===== src/rtl/nn_seq_pkg.sv =====
// nn_seq_pkg: shared state encoding and default widths for the layer sequencer
package nn_seq_pkg;
  localparam int IN_W_DEF = 7;
  localparam int NODE_W_DEF = 5;
  localparam int LAYER_W_DEF = 2;
  typedef enum logic [1:0] {IDLE, RUN, DONE} state_t;
endpackage


===== src/rtl/wrap_counter.sv =====
// wrap_counter: up-counter that returns to zero after reaching max, flagging the wrap
module wrap_counter #(
  parameter int W = 4
) (
  input  logic         clk,
  input  logic         rst,
  input  logic         clear,
  input  logic         enable,
  input  logic [W-1:0] max,
  output logic [W-1:0] count,
  output logic         wrap
);
  assign wrap = enable && count == max;
  // count on enable, restart at zero on wrap or clear
  always_ff @(posedge clk or posedge rst)
    if (rst) count <= '0;
    else if (clear) count <= '0;
    else if (enable) count <= wrap ? '0 : count + 1'b1;
endmodule


===== src/rtl/layer_sequencer.sv =====
// layer_sequencer: walks input/node/layer indices of a network pass with done pulses
module layer_sequencer
  import nn_seq_pkg::*;
#(
  parameter int IN_W = IN_W_DEF,
  parameter int NODE_W = NODE_W_DEF,
  parameter int LAYER_W = LAYER_W_DEF
) (
  input  logic               clk,
  input  logic               rst,
  input  logic               start,
  input  logic               abort,
  input  logic               coef_ready,
  input  logic [IN_W-1:0]    max_input,
  input  logic [NODE_W-1:0]  max_node,
  input  logic [LAYER_W-1:0] max_layer,
  output logic [IN_W-1:0]    input_num,
  output logic [NODE_W-1:0]  node_num,
  output logic [LAYER_W-1:0] layer_num,
  output logic               busy,
  output logic               node_done,
  output logic               layer_done,
  output logic               all_done
);
  state_t state;
  logic [IN_W-1:0] lim_i;
  logic [NODE_W-1:0] lim_n;
  logic [LAYER_W-1:0] lim_l;
  logic adv, clear, wi, wn, wl;
  assign adv = state == RUN && coef_ready && !abort;
  assign clear = state != RUN || abort;
  wrap_counter #(.W(IN_W)) u_input (
    .clk(clk), .rst(rst), .clear(clear), .enable(adv), .max(lim_i), .count(input_num), .wrap(wi)
  );
  wrap_counter #(.W(NODE_W)) u_node (
    .clk(clk), .rst(rst), .clear(clear), .enable(wi), .max(lim_n), .count(node_num), .wrap(wn)
  );
  wrap_counter #(.W(LAYER_W)) u_layer (
    .clk(clk), .rst(rst), .clear(clear), .enable(wn), .max(lim_l), .count(layer_num), .wrap(wl)
  );
  // pass control: latch limits on start, leave RUN on abort or final wrap, one DONE cycle
  always_ff @(posedge clk or posedge rst)
    if (rst) begin
      state <= IDLE;
      busy <= 1'b0;
      node_done <= 1'b0;
      layer_done <= 1'b0;
      all_done <= 1'b0;
      lim_i <= '0;
      lim_n <= '0;
      lim_l <= '0;
    end else begin
      node_done <= wi;
      layer_done <= wn;
      all_done <= wl;
      unique case (state)
        IDLE: if (start && !abort) begin
          state <= RUN;
          busy <= 1'b1;
          lim_i <= max_input;
          lim_n <= max_node;
          lim_l <= max_layer;
        end
        RUN: if (abort || wl) begin
          state <= wl ? DONE : IDLE;
          busy <= 1'b0;
        end
        default: state <= IDLE;
      endcase
    end
endmodule


===== config.mk =====
export PLATFORM = sky130hd
export DESIGN_NAME = layer_sequencer
export DESIGN_NICKNAME = d
export VERILOG_FILES = /design/src/rtl/nn_seq_pkg.sv /design/src/rtl/wrap_counter.sv /design/src/rtl/layer_sequencer.sv
export SDC_FILE = /design/constraint.sdc
export NUM_CORES = 1
export LEC_CHECK = 0
export ABC_AREA = 1
export CAP_MARGIN = 10
export CORE_MARGIN = 10
export CORE_UTILIZATION = 40
export CTS_CLUSTER_DIAMETER = 30
export DETAILED_ROUTE_END_ITERATION = 16
export PLACE_DENSITY_LB_ADDON = 0.25
export SYNTH_ARGS = -nofsm -noshare
export SYNTH_HDL_FRONTEND = slang
export SYNTH_SLANG_ARGS = --single-unit

===== constraint.sdc =====
create_clock -name clk -period 2.93 [get_ports clk]
set_clock_uncertainty 0.15 [all_clocks]
set_input_delay 0.4395 -clock clk [delete_from_list [all_inputs] [get_ports clk]]
set_output_delay 0.4395 -clock clk [all_outputs]
set_load 0.01 [all_outputs]

==> results.md, run 1 <==
* Setup CP Type: primary input to register
* EDFF count, synth at 0
* First-pass GRT wire length at around 6800 microns
* CP Capture Type: register
* Drt total wl at a little under 4000 microns
* Leading area contributor after synthesis: dfrtp_1
* Ys async rst share at 1.00
* Placed instance count at between 300 and 400
* Sw Ratio at 0.275
* Total negative slack at 0 ps
* IO Port Bufs at 36
* PwrDens at 477 nW/um^2
* Post-cts resize count at 0
* Height of the die at approximately 86 microns
* H-tree depth at 2
* GP Congestion at 0.811
* GRT Total Usage at 0.113
* Via count at 1496
* P_sw at roughly 300 uW
* Residual DRC at 0
* Starting Density at 0.410
* Post-Syn Area at roughly 1800 sq um
* Clock power share at 0.335
* Post-route ant nets at 0
* Finish-stage setup viols at 0
* Syn Nets at ~250
* Post-Layout Cell Count at between 300 and 400
* Avg Inst Size Synth at between 7 and 8 sq um
* DP Worst Slack at 624 ps
* Min-Delay Path Class: register to register
* Antenna cells at 0
* Worst-path clk slew at 70 ps
* Post-CTS Hold Buffers at 0
* RSZ-0062 raised after global routing: false
* Leak pwr at ~1.1 nW
* Worst slew margin at 0.712
* Worst EP required at between 2000 and 3000 ps
* Post-layout util at 0.527
* Area Growth Syn to Fin at 28.5%
* Period utilization at 0.685
* I/O Pins at 37
* Die W at about 86 microns
* FP Rows at 24
* Initial antenna violation count at 0
* Most used DFF post-synth: dfrtp_1
* Outcome: complete, no violations
* Post-CTS Setup Bufs at 0
* CTS tree: yes
* Worst IR drop on VDD at 0.000199 V
* DIE AREA at between 7000 and 8000 sq um
* Crit-path max FO at 12
* Root buffer cell: clkbuf_8
* Grt ovf at 0
* Max Freq at between 0.4 and 0.5 GHz
* Synth cell types at 20
* Comb power frac at 0.166
* Pins Over Slew Limit at 0
* 1st-pass router iterations at 4
* Sequential cell area fraction in the yosys report at 0.484
* Post-Layout Inst Area at ~2300 sq um
* Drt wl/cell at approximately 12 microns
* Final Hold Fails at 0
* Final worst setup slack at about 920 ps
* Worst EP arrival at approximately 2100 ps
* CTS Buf Count at 5
* Clk sink count at 34
* 1st-iter DRT viols at 97
* Internal at ~780 uW
* Share of layout cells above drive strength 1 at 0.0562
* Worst setup SP type: primary input
* Ys Warns at 0
* Mapped Cells at ~230
* Seq pwr share at 0.498
* Core Box Area at between 4000 and 5000 sq um
* Layout Nets at between 200 and 300
* HPWL Detailed at between 2000 and 3000 microns
* CTS Buffer Depth at 2
* Largest net degree at the start of global routing at 35
* Vias in the first global route at 1460
* Synthesis-stage register bit count at 34
* Placed cell area at about 2200 sq um
* Minimum clock period at roughly 2000 ps
* Least-Margin Pin Slew at between 400 and 500 ps
* Max_cap viols at 0
* Fillers at 410
* DR vias/cell at ~4.7
* Synth top area share at 0.484
* Worst-Skew Late Latency at approximately 290 ps
* Synth top area cells: dfrtp_1 (48%), nand2_1 (9.4%), nor2_1 (8.7%)
-- power by group through the flow --
stage | Sequential (mW) | Clock [mW] | Combinational, mW
finish | 0.537 | 0.361 | 0.179
global route | 0.542 | 0.392 | 0.208
CTS | 0.537 | 0.372 | 0.183
detailed placement | 0.545 | 0 | 0.182
global placement | 0.544 | 0 | 0.179
floorplan | 0.542 | 0 | 0.123
-- critical path, stage by stage --
cell	delay, ps
clkdlybuf4s50_1	400
inv_1	80
nand3_1	140
inv_1	280
nand2_1	330
nor2_1	240
nand2_1	70
o21ai_0	80
-- cell usage after synthesis, types with 2 or more instances --
master / n
a21oi_1: 13
o21ai_1: 4
nand3_1: 13
nor3_1: 3
dfrtp_1: 34
nand2_1: 44
xor2_1: 9
o21ai_0: 3
inv_1: 35
ha_1: 2
inv_2: 2
xnor2_1: 3
mux2_2: 3
nand4_1: 10
nor2_1: 41
buf_2: 3
-- final cells by class --
type                            instances  area [sq um]  share of cell area
Inverter                               37           139              0.0614
Sequential cell                        34           851               0.376
Tap cell                               52          65.1              0.0288
Clock inverter                          1          5.00             0.00221
Timing Repair Buffer                   38           375               0.166
Clock buffer                            7          86.3              0.0382
Multi-Input combinational cell        150           739               0.327
-- through the flow --
step           power [mW]  hold WS (ps)
2_1_floorplan       0.665           350
6_report             1.08           325
3_5_place_dp        0.727           311
5_1_grt              1.14           358
3_3_place_gp        0.723           306
4_1_cts              1.09           329
-- final timing paths --
check                                  from               end  slack [ps]  depth (start not counted)
max                                   abort  u_input.count[0]         920                          8
min                                    busy              busy         320                          2
max reg2reg                u_input.count[2]  u_input.count[0]        1000                         10
min reg2reg                            busy              busy         320                          2
max in group asynchronous               rst  u_layer.count[1]        1920                          3
min in group asynchronous               rst          state[0]         390                          3
-- flip-flops by register name, indices dropped and copies added (netlist names) --
signal,cells
u_layer.count,2
busy,1
all_done,1
lim_n,5
state,2
u_node.count,5
layer_done,1
lim_l,2
node_done,1
u_input.count,7
lim_i,7
-- layout by cell type (no fill, tap or decap) --
cell / count
clkbuf_1: 1
nand3b_1: 1
nand3_1: 13
mux2_2: 3
a21oi_1: 13
nor2_2: 1
nand2_1: 44
inv_1: 35
xnor2_1: 3
clkinv_2: 1
inv_2: 2
nand4_1: 10
o21ai_0: 3
o21ai_1: 4
clkdlybuf4s50_1: 36
nor3_1: 3
nor2_1: 41
clkbuf_8: 6
xor2_1: 9
dfrtp_1: 34
buf_4: 2
ha_1: 2
-- per-layer routing --
layer / vias to the layer above / track usage / wire length [microns]
met5: - / 0 / 0
met4: 0 / 0.0530 / 74
met3: 7 / 0.0422 / 242
met2: 31 / 0.168 / 1710
met1: 678 / 0.142 / 1880
li1: 780 / - / -
-- kinds of logic after synthesis --
group / count (synthesis) / synth area share
AO/OA/AOI/OAI: 20 / 0.0569
XOR/XNOR: 12 / 0.0597
multiplexers: 3 / 0.0192
buffers and inverters: 42 / 0.0960
AND/OR/NAND/NOR: 113 / 0.270
flip-flops: 34 / 0.484
adder cells (fa/ha/maj): 2 / 0.0142
Power figures use the tool's default switching activity.
==> inputs of run 2 (changes only) <==
==> constraint.sdc (replaced) <==
create_clock -name clk -period 1.7 [get_ports clk]
set_clock_uncertainty 0.15 [all_clocks]
set_input_delay 0.255 -clock clk [delete_from_list [all_inputs] [get_ports clk]]
set_output_delay 0.255 -clock clk [all_outputs]
set_load 0.01 [all_outputs]
==> run 2 against run 1 <==
- critical path depth grew 1
- utilization grew 8.2 points
- non-clock buffer count rose by 33
==> results.md, run 2 (synthesized netlist as in run 1, its figures left out) <==
* Placed instance count at 325 (+4.5%)
* Height of the die at 86.3 microns (unchanged)
* Min-Delay Path Class: primary input to async pin
* Die W at 86.3 microns (unchanged)
* Starting Density at 0.410 (unchanged)
* RR Endpoint: u_node.count[0]
* CP cell instances: inv_2 > nor2_1 > nor2_2 > nand2_1 > nor2_1 > nand3b_1 > nand2_2 > buf_6 > o21ai_1
* M2 GR Usage at 0.188 (+0.0203)
* IO Port Bufs at 36 (unchanged)
* R2R Path Start: lim_i[2]
* Crit-path max FO at 4 (-8)
* DR vias/cell at 4.95 (+5.6%)
* CP Capture Type: register
* Worst-Skew Late Latency at 290 ps (about the same)
* Antenna cells at 0 (unchanged)
* Root buffer cell: clkbuf_8
* FP Rows at 24 (unchanged)
* Outcome: complete, no violations
* Via count at 1743 (+17%)
* GRT Total Usage at 0.122 (+0.00909)
* Post-route ant nets at 0 (unchanged)
* Clk sink count at 34 (unchanged)
* 1st-iter DRT viols at 104 (+7.2%)
* Initial antenna violation count at 0 (unchanged)
* Post-Layout Cell Count at 352 (+10%)
* Vias in the first global route at 1574 (+7.8%)
* Final Hold Fails at 0 (unchanged)
* Total negative slack at 0 ps (unchanged)
* Worst setup SP type: register
* Drt total wl at 4780 microns (+23%)
* Post-Layout Inst Area at 2620 sq um (+16%)
* Core Box Area at 4290 sq um (unchanged)
* Max_cap viols at 0 (unchanged)
* Worst slew margin at 0.847 (+0.135)
* I/O Pins at 37 (unchanged)
* Layout Nets at 320 (+11%)
* 1st-pass router iterations at 4 (unchanged)
* Reg2Reg Setup Slack at 10 ps (-990 ps)
* Period utilization at 0.993
* Worst EP required at 1730 ps (-1260 ps)
* Met3 usage at 0.0460 (+0.00375)
* Commonest non-fill, non-tap cells in the layout: nand2_1 (41), buf_4 (32), nor2_1 (30)
* Critical path's slowest cell: dfrtp_1
* Setup CP Type: register to register
* Leak pwr at 1.36 nW (+26%)
* CTS Buffer Depth at 2 (unchanged)
* Biggest regs: lim_i: 7 flops, u_input.count: 7 flops
* Grt ovf at 0 (unchanged)
* Pins Over Slew Limit at 0 (unchanged)
* Minimum clock period at between 1500 and 2000 ps
* Worst reg2reg path depth at 9 (-1)
* RSZ-0062 raised after global routing: true
* CTS Buf Count at 5 (unchanged)
* Commonest non-fill, non-tap cell in the layout: nand2_1
* Routing usage on met1 at 0.148 (+0.00648)
* Residual DRC at 0 (unchanged)
* Max Freq at slightly below 0.6 GHz
* Placed cell area at 2290 sq um (+5.4%)
* CP peak stage delay at 430 ps (+30 ps)
* Finish-stage setup viols at 0 (unchanged)
* First-pass GRT wire length at 7470 microns (+9.5%)
* DIE AREA at 7450 sq um (unchanged)
* HPWL Detailed at 3180 microns (+7.6%)
* CTS tree: yes
* Worst IR drop on VDD at 0.000399 V (+100%)
* H-tree depth at 2 (unchanged)
* Drt wl/cell at 13.6 microns (+11%)
* Busiest grt layer: met2
* Post-CTS Hold Buffers at 0 (unchanged)
* Share of layout cells above drive strength 1 at 0.267 (+0.210)
* Fillers at 388 (-5.4%)
* Largest net degree at the start of global routing at 35 (unchanged)
* Least-Margin Pin Slew at 228 ps (-205 ps)
* PwrDens at 793 nW/um^2 (+66%)
* GP Congestion at 0.802 (-1.1%)
* Area Growth Syn to Fin at 48.6%
* Worst EP arrival at 1720 ps (-350 ps)
* Worst-path clk slew at 80 ps (about the same)
* Worst path most repeated cell: nor2_1
[run 2: cell count changes in the layout (fill, tap and decap cells not counted), moves of 3 or more]
cell and change:
dfrtp_1 -5, nand2_1 -3, nor2_1 -11, inv_2 +8
dlygate4sd2_1 +5, clkdlybuf4s50_1 -9, buf_4 +30, dfrtp_2 +5
nor2_2 +10, dlymetal6s2s_1 +4, o21ai_2 +3, nand2_2 +3
inv_1 -8, o21ai_0 -3
[run 2: metal layers]
| layer | share of wire | vias up |
|---|---|---|
| met5 | 0 | - |
| met4 | 0.014 | 0 |
| met3 | 0.062 | 7 |
| met2 | 0.49 | 47 |
| met1 | 0.44 | 841 |
| li1 | - | 848 |
[run 2: worst max-delay path by stage]
stage / start / to / slack [ps] / depth (start not counted)
2_1_floorplan: u_input.count[4] / u_node.count[3] / 140 / 9
3_3_place_gp: abort / busy / -90 / 11
3_5_place_dp: abort / u_node.count[2] / -90 / 8
4_1_cts: u_node.count[4] / node_num[4] / 3 / 1
5_1_grt: lim_i[2] / u_input.count[2] / -90 / 9
6_report: lim_i[2] / u_node.count[0] / 10 / 9
[run 2: power by group]
part	internal (mW)	switching [mW]	total [mW]
Clock	0.432	0.320	0.752
Combinational	0.183	0.206	0.389
Sequential	0.882	0.0506	0.933
Total	1.50	0.576	2.07
[run 2: timing repair]
action,4_1_cts,5_1_grt
endpoints found under the hold margin,0,0
resized for setup,7,39
setup endpoints to repair,9,22
buffers inserted,3,16
gates cloned,0,0
pin swaps,0,9
[run 2: through the flow]
step	utilization	hold WS, ps	setup slack, ps	power, mW
finish	0.609	142	11.8	2.07
floorplan	-	247	145	1.15
CTS	0.562	154	3.08	2.02
global placement	0.533	306	-88.5	1.27
detailed placement	0.533	309	-90.7	1.28
global route	0.609	169	-92.9	2.17
[run 2: worst max-delay path: cells and delay by family, from the launching register on]
kind                   cells  cell delay (ps)
and+or+nand+nor            6              730
AOI/OAI and AO/OA          1               50
buffers and inverters      2              220
DFF                        1              430
[run 2: layout make-up]
| class | count | area (sq um) | area share |
|---|---|---|---|
| clock buffers | 5 | 68.8 | 0.0263 |
| clock inverters | 3 | 40.0 | 0.0153 |
| inverters | 37 | 139 | 0.0531 |
| multi-input cells | 150 | 798 | 0.305 |
| flip-flops and latches | 34 | 857 | 0.328 |
| well taps | 52 | 65.1 | 0.0249 |
| repair buffers | 71 | 647 | 0.247 |
